==> config.mk <==
export PLATFORM = sky130hd
export DESIGN_NAME = sdram_burst_writer
export DESIGN_NICKNAME = d
export VERILOG_FILES = /design/src/rtl/sdram_ctrl_pkg.sv /design/src/rtl/sdram_addr_gen.sv /design/src/rtl/sdram_burst_writer.sv
export SDC_FILE = /design/constraint.sdc
export NUM_CORES = 1
export LEC_CHECK = 0
export BUFFER_PORTS_ARGS = -buffer_cell sky130_fd_sc_hd__buf_2
export CELL_PAD_IN_SITES_DETAIL_PLACEMENT = 1
export CELL_PAD_IN_SITES_GLOBAL_PLACEMENT = 1
export CORE_UTILIZATION = 37
export DETAILED_ROUTE_END_ITERATION = 8
export PLACE_DENSITY = 0.81
export SYNTH_ARGS = -nofsm -noshare
export SYNTH_HDL_FRONTEND = slang
export SYNTH_SLANG_ARGS = --single-unit
==> constraint.sdc <==
create_clock -name clk -period 2.7 [get_ports clk]
set_clock_uncertainty 0.15 [all_clocks]
set_input_delay 0.27 -clock clk [delete_from_list [all_inputs] [get_ports clk]]
set_output_delay 0.27 -clock clk [all_outputs]
set_load 0.01 [all_outputs]
==> src/rtl/sdram_ctrl_pkg.sv <==
// Shared SDRAM controller definitions: command encodings, FSM states, exit causes.
package sdram_ctrl_pkg;

  // {CS,RAS,CAS,WE}
  localparam logic [3:0] CMD_NOP   = 4'b0111;
  localparam logic [3:0] CMD_ACT   = 4'b0011;
  localparam logic [3:0] CMD_WRITE = 4'b0100;
  localparam logic [3:0] CMD_PRE   = 4'b0010;

  // Address bit that selects auto-precharge on WRITE and all-banks on PRE
  localparam int unsigned A10_BIT = 10;

  typedef enum logic [2:0] {
    ST_IDLE,
    ST_REQ,
    ST_ACT,
    ST_RCD,
    ST_WRITE,
    ST_WR_REC,
    ST_PRE,
    ST_RP
  } state_t;

  // Why the open row is being closed; selects the exit taken out of RP
  typedef enum logic [1:0] {
    CAUSE_FINAL,
    CAUSE_YIELD,
    CAUSE_ROWX
  } cause_t;

endpackage

==> src/rtl/sdram_addr_gen.sv <==
// Bank/row/column pointer plus remaining-burst counter for the burst writer.
module sdram_addr_gen #(
  parameter int unsigned ROW_WIDTH  = 12,
  parameter int unsigned COL_WIDTH  = 8,
  parameter int unsigned BANK_WIDTH = 2,
  parameter int unsigned BURST_LEN  = 4,
  parameter int unsigned LEN_WIDTH  = 16
) (
  input  logic                  clk,
  input  logic                  rst,
  input  logic                  load,
  input  logic                  advance,
  input  logic [BANK_WIDTH-1:0] load_bank,
  input  logic [ROW_WIDTH-1:0]  load_row,
  input  logic [COL_WIDTH-1:0]  load_col,
  input  logic [LEN_WIDTH-1:0]  load_num,
  output logic [BANK_WIDTH-1:0] bank,
  output logic [ROW_WIDTH-1:0]  row,
  output logic [COL_WIDTH-1:0]  col,
  output logic                  col_wrap,
  output logic                  rem_last
);

  // Columns are always burst-aligned
  localparam logic [COL_WIDTH-1:0] COL_MASK = ~(COL_WIDTH'(BURST_LEN - 1));

  logic [COL_WIDTH:0]   col_sum;
  logic [LEN_WIDTH-1:0] remaining;

  // Carry out of the column add means the next burst belongs to the next row
  assign col_sum  = {1'b0, col} + (COL_WIDTH + 1)'(BURST_LEN);
  assign col_wrap = col_sum[COL_WIDTH];
  assign rem_last = (remaining == LEN_WIDTH'(1));

  // Pointer load on start, advance by one burst at each burst's last beat
  always_ff @(posedge clk or posedge rst) begin
    if (rst) begin
      bank      <= '0;
      row       <= '0;
      col       <= '0;
      remaining <= '0;
    end else if (load) begin
      bank      <= load_bank;
      row       <= load_row;
      col       <= load_col & COL_MASK;
      remaining <= load_num;
    end else if (advance) begin
      col       <= col_sum[COL_WIDTH-1:0];
      remaining <= remaining - 1'b1;
      if (col_wrap) begin
        row <= row + 1'b1;
        if (&row) begin
          bank <= bank + 1'b1;
        end
      end
    end
  end

endmodule

==> src/rtl/sdram_burst_writer.sv <==
// SDRAM write engine: drains a show-ahead FIFO into bursts of WRITE commands,
// crossing column/row/bank boundaries and yielding to refresh between bursts.
module sdram_burst_writer #(
  parameter int unsigned DATA_WIDTH = 16,
  parameter int unsigned ROW_WIDTH  = 12,
  parameter int unsigned COL_WIDTH  = 8,
  parameter int unsigned BANK_WIDTH = 2,
  parameter int unsigned BURST_LEN  = 4,
  parameter int unsigned LEN_WIDTH  = 16,
  parameter int unsigned T_RCD      = 2,
  parameter int unsigned T_WR       = 2,
  parameter int unsigned T_RP       = 2
) (
  input  logic                  clk,
  input  logic                  rst,
  input  logic                  wr_start,
  input  logic [BANK_WIDTH-1:0] start_bank,
  input  logic [ROW_WIDTH-1:0]  start_row,
  input  logic [COL_WIDTH-1:0]  start_col,
  input  logic [LEN_WIDTH-1:0]  burst_num,
  input  logic                  wr_en,
  input  logic                  ref_rq,
  output logic                  wr_rq,
  output logic                  wr_busy,
  output logic                  wr_done,
  output logic                  wr_yield,
  output logic [3:0]            wr_cmd,
  output logic [ROW_WIDTH-1:0]  wr_addr,
  output logic [BANK_WIDTH-1:0] wr_bank_addr,
  output logic [DATA_WIDTH-1:0] wr_data,
  output logic                  wfifo_rd_en,
  input  logic [DATA_WIDTH-1:0] wfifo_rd_data,
  input  logic [LEN_WIDTH-1:0]  wfifo_count
);

  import sdram_ctrl_pkg::*;

  localparam int unsigned TMR_W  = 8;
  localparam int unsigned BEAT_W = 4;

  state_t                state_q, state_d;
  cause_t                cause_q, cause_d;
  logic [TMR_W-1:0]      tmr_q, tmr_d;
  logic                  active_q, active_d;
  logic [BEAT_W-1:0]     beat_q, beat_d;
  logic [BEAT_W-1:0]     cur_beat;
  logic                  last_beat;
  logic                  fifo_ready;

  logic [3:0]            cmd_d;
  logic [ROW_WIDTH-1:0]  addr_d;
  logic [BANK_WIDTH-1:0] bank_d;
  logic [DATA_WIDTH-1:0] data_d;
  logic                  done_d;
  logic                  yield_d;

  logic                  ag_load;
  logic                  ag_adv;
  logic [BANK_WIDTH-1:0] ptr_bank;
  logic [ROW_WIDTH-1:0]  ptr_row;
  logic [COL_WIDTH-1:0]  ptr_col;
  logic                  col_wrap;
  logic                  rem_last;

  sdram_addr_gen #(
    .ROW_WIDTH  (ROW_WIDTH),
    .COL_WIDTH  (COL_WIDTH),
    .BANK_WIDTH (BANK_WIDTH),
    .BURST_LEN  (BURST_LEN),
    .LEN_WIDTH  (LEN_WIDTH)
  ) u_addr_gen (
    .clk       (clk),
    .rst       (rst),
    .load      (ag_load),
    .advance   (ag_adv),
    .load_bank (start_bank),
    .load_row  (start_row),
    .load_col  (start_col),
    .load_num  (burst_num),
    .bank      (ptr_bank),
    .row       (ptr_row),
    .col       (ptr_col),
    .col_wrap  (col_wrap),
    .rem_last  (rem_last)
  );

  assign wr_rq      = (state_q == ST_REQ);
  assign wr_busy    = (state_q != ST_IDLE);
  // Beat 0 of a burst is the cycle in which the FIFO check passes
  assign cur_beat   = active_q ? beat_q : '0;
  assign last_beat  = (cur_beat == BEAT_W'(BURST_LEN - 1));
  assign fifo_ready = (wfifo_count >= LEN_WIDTH'(BURST_LEN));

  // State, timers and registered bus outputs
  always_ff @(posedge clk or posedge rst) begin
    if (rst) begin
      state_q      <= ST_IDLE;
      cause_q      <= CAUSE_FINAL;
      tmr_q        <= '0;
      active_q     <= 1'b0;
      beat_q       <= '0;
      wr_cmd       <= CMD_NOP;
      wr_addr      <= '0;
      wr_bank_addr <= '0;
      wr_data      <= '0;
      wr_done      <= 1'b0;
      wr_yield     <= 1'b0;
    end else begin
      state_q      <= state_d;
      cause_q      <= cause_d;
      tmr_q        <= tmr_d;
      active_q     <= active_d;
      beat_q       <= beat_d;
      wr_cmd       <= cmd_d;
      wr_addr      <= addr_d;
      wr_bank_addr <= bank_d;
      wr_data      <= data_d;
      wr_done      <= done_d;
      wr_yield     <= yield_d;
    end
  end

  // Next-state, command and FIFO pop decisions
  always_comb begin
    state_d     = state_q;
    cause_d     = cause_q;
    tmr_d       = tmr_q;
    active_d    = active_q;
    beat_d      = beat_q;
    cmd_d       = CMD_NOP;
    addr_d      = wr_addr;
    bank_d      = wr_bank_addr;
    data_d      = wr_data;
    done_d      = 1'b0;
    yield_d     = 1'b0;
    wfifo_rd_en = 1'b0;
    ag_load     = 1'b0;
    ag_adv      = 1'b0;

    case (state_q)
      ST_IDLE: begin
        if (wr_start) begin
          ag_load = 1'b1;
          if (burst_num == '0) begin
            done_d = 1'b1;
          end else begin
            state_d = ST_REQ;
          end
        end
      end

      ST_REQ: begin
        if (wr_en) begin
          state_d = ST_ACT;
        end
      end

      ST_ACT: begin
        cmd_d  = CMD_ACT;
        addr_d = ptr_row;
        bank_d = ptr_bank;
        tmr_d  = TMR_W'(T_RCD - 1);
        state_d = (T_RCD > 1) ? ST_RCD : ST_WRITE;
      end

      ST_RCD: begin
        if (tmr_q <= TMR_W'(1)) begin
          state_d = ST_WRITE;
        end else begin
          tmr_d = tmr_q - 1'b1;
        end
      end

      ST_WRITE: begin
        if (active_q || fifo_ready) begin
          wfifo_rd_en = 1'b1;
          data_d      = wfifo_rd_data;
          if (!active_q) begin
            cmd_d  = CMD_WRITE;
            addr_d = '0;
            addr_d[COL_WIDTH-1:0] = ptr_col;
            bank_d = ptr_bank;
          end
          if (last_beat) begin
            // Pointer advance and the close decision share this cycle, so the
            // decision uses the pre-advance remaining/wrap flags
            ag_adv   = 1'b1;
            active_d = 1'b0;
            beat_d   = '0;
            if (rem_last) begin
              cause_d = CAUSE_FINAL;
              tmr_d   = TMR_W'(T_WR);
              state_d = ST_WR_REC;
            end else if (ref_rq) begin
              cause_d = CAUSE_YIELD;
              tmr_d   = TMR_W'(T_WR);
              state_d = ST_WR_REC;
            end else if (col_wrap) begin
              cause_d = CAUSE_ROWX;
              tmr_d   = TMR_W'(T_WR);
              state_d = ST_WR_REC;
            end
          end else begin
            active_d = 1'b1;
            beat_d   = cur_beat + 1'b1;
          end
        end else if (ref_rq) begin
          cause_d = CAUSE_YIELD;
          tmr_d   = TMR_W'(T_WR);
          state_d = ST_WR_REC;
        end
      end

      ST_WR_REC: begin
        if (tmr_q <= TMR_W'(1)) begin
          state_d = ST_PRE;
        end else begin
          tmr_d = tmr_q - 1'b1;
        end
      end

      ST_PRE: begin
        cmd_d  = CMD_PRE;
        addr_d = '0;
        addr_d[A10_BIT] = 1'b1;
        tmr_d  = TMR_W'(T_RP);
        state_d = ST_RP;
      end

      ST_RP: begin
        if (tmr_q <= TMR_W'(1)) begin
          case (cause_q)
            CAUSE_FINAL: begin
              done_d  = 1'b1;
              state_d = ST_IDLE;
            end
            CAUSE_YIELD: begin
              yield_d = 1'b1;
              state_d = ST_REQ;
            end
            default: begin
              state_d = ST_ACT;
            end
          endcase
        end else begin
          tmr_d = tmr_q - 1'b1;
        end
      end

      default: begin
        state_d = ST_IDLE;
      end
    endcase
  end

endmodule
==> results.json <==
{
  "syn_inst": 489,
  "timing.final.crit_share": 0.958,
  "post_drt_wl_per_cell_um": 18.2,
  "synth_warnings": 0,
  "drc": 0,
  "hold_viol_final": 0,
  "synthArstFlopShare": 1.00,
  "design_area_um2": 6050,
  "syn-num-nets": 571,
  "cts_tree": "yes",
  "synthToLayoutAreaGrowth_pct": 29.3,
  "clk_pin_slew_ns": 0.07,
  "regToRegSetupSlack_ns": 0.11,
  "ff2ff_path_depth": 5,
  "ys_types": 58,
  "gr-total-overflow": 0,
  "fin_crit_ns": 2.59,
  "die_w_um": 114,
  "arrival_ns": 2.67,
  "synthFlopType": "dfrtp_1",
  "required_ns": 2.79,
  "dp_hpwl_mm": 10.3,
  "synth_seq_area_share": 0.477,
  "worstSetupEndpointType": "register",
  "syn_avg_cell_area_um2": 9.57,
  "relSlewSlack": 0.589,
  "worstPathMaxFanout": 7,
  "via_per_inst": 5.50,
  "detail-route-antenna-nets": 0,
  "io_pins": 114,
  "via_count": 4398,
  "firstDrtPassIters": 4,
  "clockBufferDepth": 2,
  "hold_slack_ns": 0.000247,
  "final_common_cell": "buf_2",
  "grt_pass1_vias": 4772,
  "routed_wl_mm": 14.5,
  "setup_viol": 0,
  "final_layout_size_suffix_gt1_frac": 0.301,
  "power.total_uw": 6510,
  "cap_violations": 0,
  "clk_latency_ns": 0.35,
  "antenna_cells": 0,
  "r2r_start": "tmr_q[2]",
  "layout_common_cells": "108 x buf_2, 86 x dfrtp_1, 56 x nand2_1, 36 x o21ai_0, 35 x nor2_1",
  "ir_drop_v": 0.000484,
  "cts_num_sinks": 89,
  "h-tree-depth": 3,
  "clockRootBuffer": "clkbuf_16",
  "track_usage": 0.234,
  "final.setup.tns_ns": 0,
  "post-place-ws_ns": -0.0364,
  "cp-start-kind": "register",
  "core-area_um2": 12200,
  "min_path_type": "in2reg",
  "startpoint": "tmr_q[2]",
  "antenna_found_initial": 0,
  "setup_ws_ns": 0.113,
  "grt_start_max_net_pins": 64,
  "status": "complete, no violations",
  "dieArea_um2": 13100,
  "syn_area_um2": 4680,
  "tightest_slew_ns": 0.616,
  "power.density_nw_per_um2": 1080,
  "nets": 709,
  "rsz0062_at_grt": "no",
  "fmax_ghz": 0.387,
  "drt-initial-drc-count": 219,
  "fp-row-count": 40,
  "place_area_um2": 5500,
  "worstSetupPathType": "reg2reg",
  "slew_viol_final": 0,
  "endpoint": "tmr_q[1]",
  "synth_edf_count": 0,
  "grt_pass1_wl_mm": 23.6,
  "leakagePower_uw": 0.00269,
  "die_y_um": 114,
  "cts_buffers": 9,
  "synth-seq-cells": 89,
  "initial_utilization": 0.385,
  "portBuffers": 108,
  "gp_congestion": 0.822,
  "worst_r2r_endpoint": "tmr_q[1]"
}
## sequential cells by signal, summed over array words and instances, names as in the netlist
name and count:
u_addr_gen.remaining 16, wr_data 16, u_addr_gen.row 12, wr_addr 12, tmr_q 8, u_addr_gen.col 6, beat_q 4, state_q 3
wr_cmd 3, cause_q 2, u_addr_gen.bank 2, wr_bank_addr 2, active_q 1, wr_done 1, wr_yield 1
## critical path, cell delays in order, from the launching register on
cell     delay [ns]
dfrtp_1        0.46
or4_1          0.61
o41ai_2        0.37
a31o_2         0.26
or2_2          0.26
mux2_2         0.36
## layout make-up
cell class,count,area [um^2]
Clock inverter,4,51.3
Fill cell,1451,6110
Clock buffer,12,256
Sequential cell,89,2230
Inverter,16,63.8
Timing Repair Buffer,153,946
Tap cell,168,210
Multi-Input combinational cell,358,2290
## synth_stat cells, types with 14 or more instances
library cell  instances  share of area
dfrtp_1              86           0.46
nand2_1              56          0.045
o21ai_0              36          0.039
nor2_1               35          0.028
mux2_2               21          0.051
nor4_1               18          0.024
clkbuf_1             17          0.014
inv_1                16          0.013
nand3_1              16          0.017
nor3_1               15          0.016
xnor2_1              14          0.026
## report_power, final
| group | total (uW) | leakage, uW | internal, uW | switching, uW |
|---|---|---|---|---|
| registers | 2490 | 0.00107 | 1920 | 564 |
| clock network | 1310 | 0.000149 | 768 | 540 |
| logic | 2710 | 0.00147 | 1220 | 1500 |
| total | 6510 | 0.00269 | 3910 | 2600 |
## worst min-delay path by stage
stage                     cells past startpoint              start                  endpoint
final                                         3      burst_num[13]  u_addr_gen.remaining[13]
after global routing                          2  wfifo_rd_data[12]               wr_data[12]
after CTS                                     2   wfifo_rd_data[3]                wr_data[3]
after detailed placement                      2                rst                wr_addr[8]
after global placement                        2                rst                wr_addr[8]
after floorplan                               2       start_col[6]         u_addr_gen.col[6]
## per-stage QoR
| stage | utilization | instances |
|---|---|---|
| after CTS | 0.496 | 800 |
| after detailed placement | 0.452 | 762 |
| after floorplan | - | 489 |
| final | 0.497 | 800 |
| after global routing | 0.497 | 800 |
| after global placement | 0.452 | 762 |
## layer usage
metal / vias up / wire, um / global-route usage
li1: 2074 / - / -
met1: 2199 / 6410 / 0.292
met2: 103 / 7270 / 0.399
met3: 22 / 561 / 0.0471
met4: 0 / 281 / 0.0900
met5: - / 0 / 0
## cell families after synthesis
kind of cell / count (synthesis) / share of synthesized area
other: 1 / 0.000802
buffers and inverters: 42 / 0.0382
multiplexers: 24 / 0.0570
AO/OA/AOI/OAI: 111 / 0.158
AND/OR/NAND/NOR: 199 / 0.221
flip-flops: 89 / 0.477
XOR/XNOR: 16 / 0.0300
adder cells (fa/ha/maj): 7 / 0.0187
## what timing repair did
item | 4_1_cts | 5_1_grt
gates resized for setup | 0 | 4
setup endpoints to repair | 0 | 4
setup buffers | 0 | 0
endpoints found under the hold margin | 44 | 0
hold buffers | 22 | 0
Note: power is estimated with default switching activity, not from simulation.
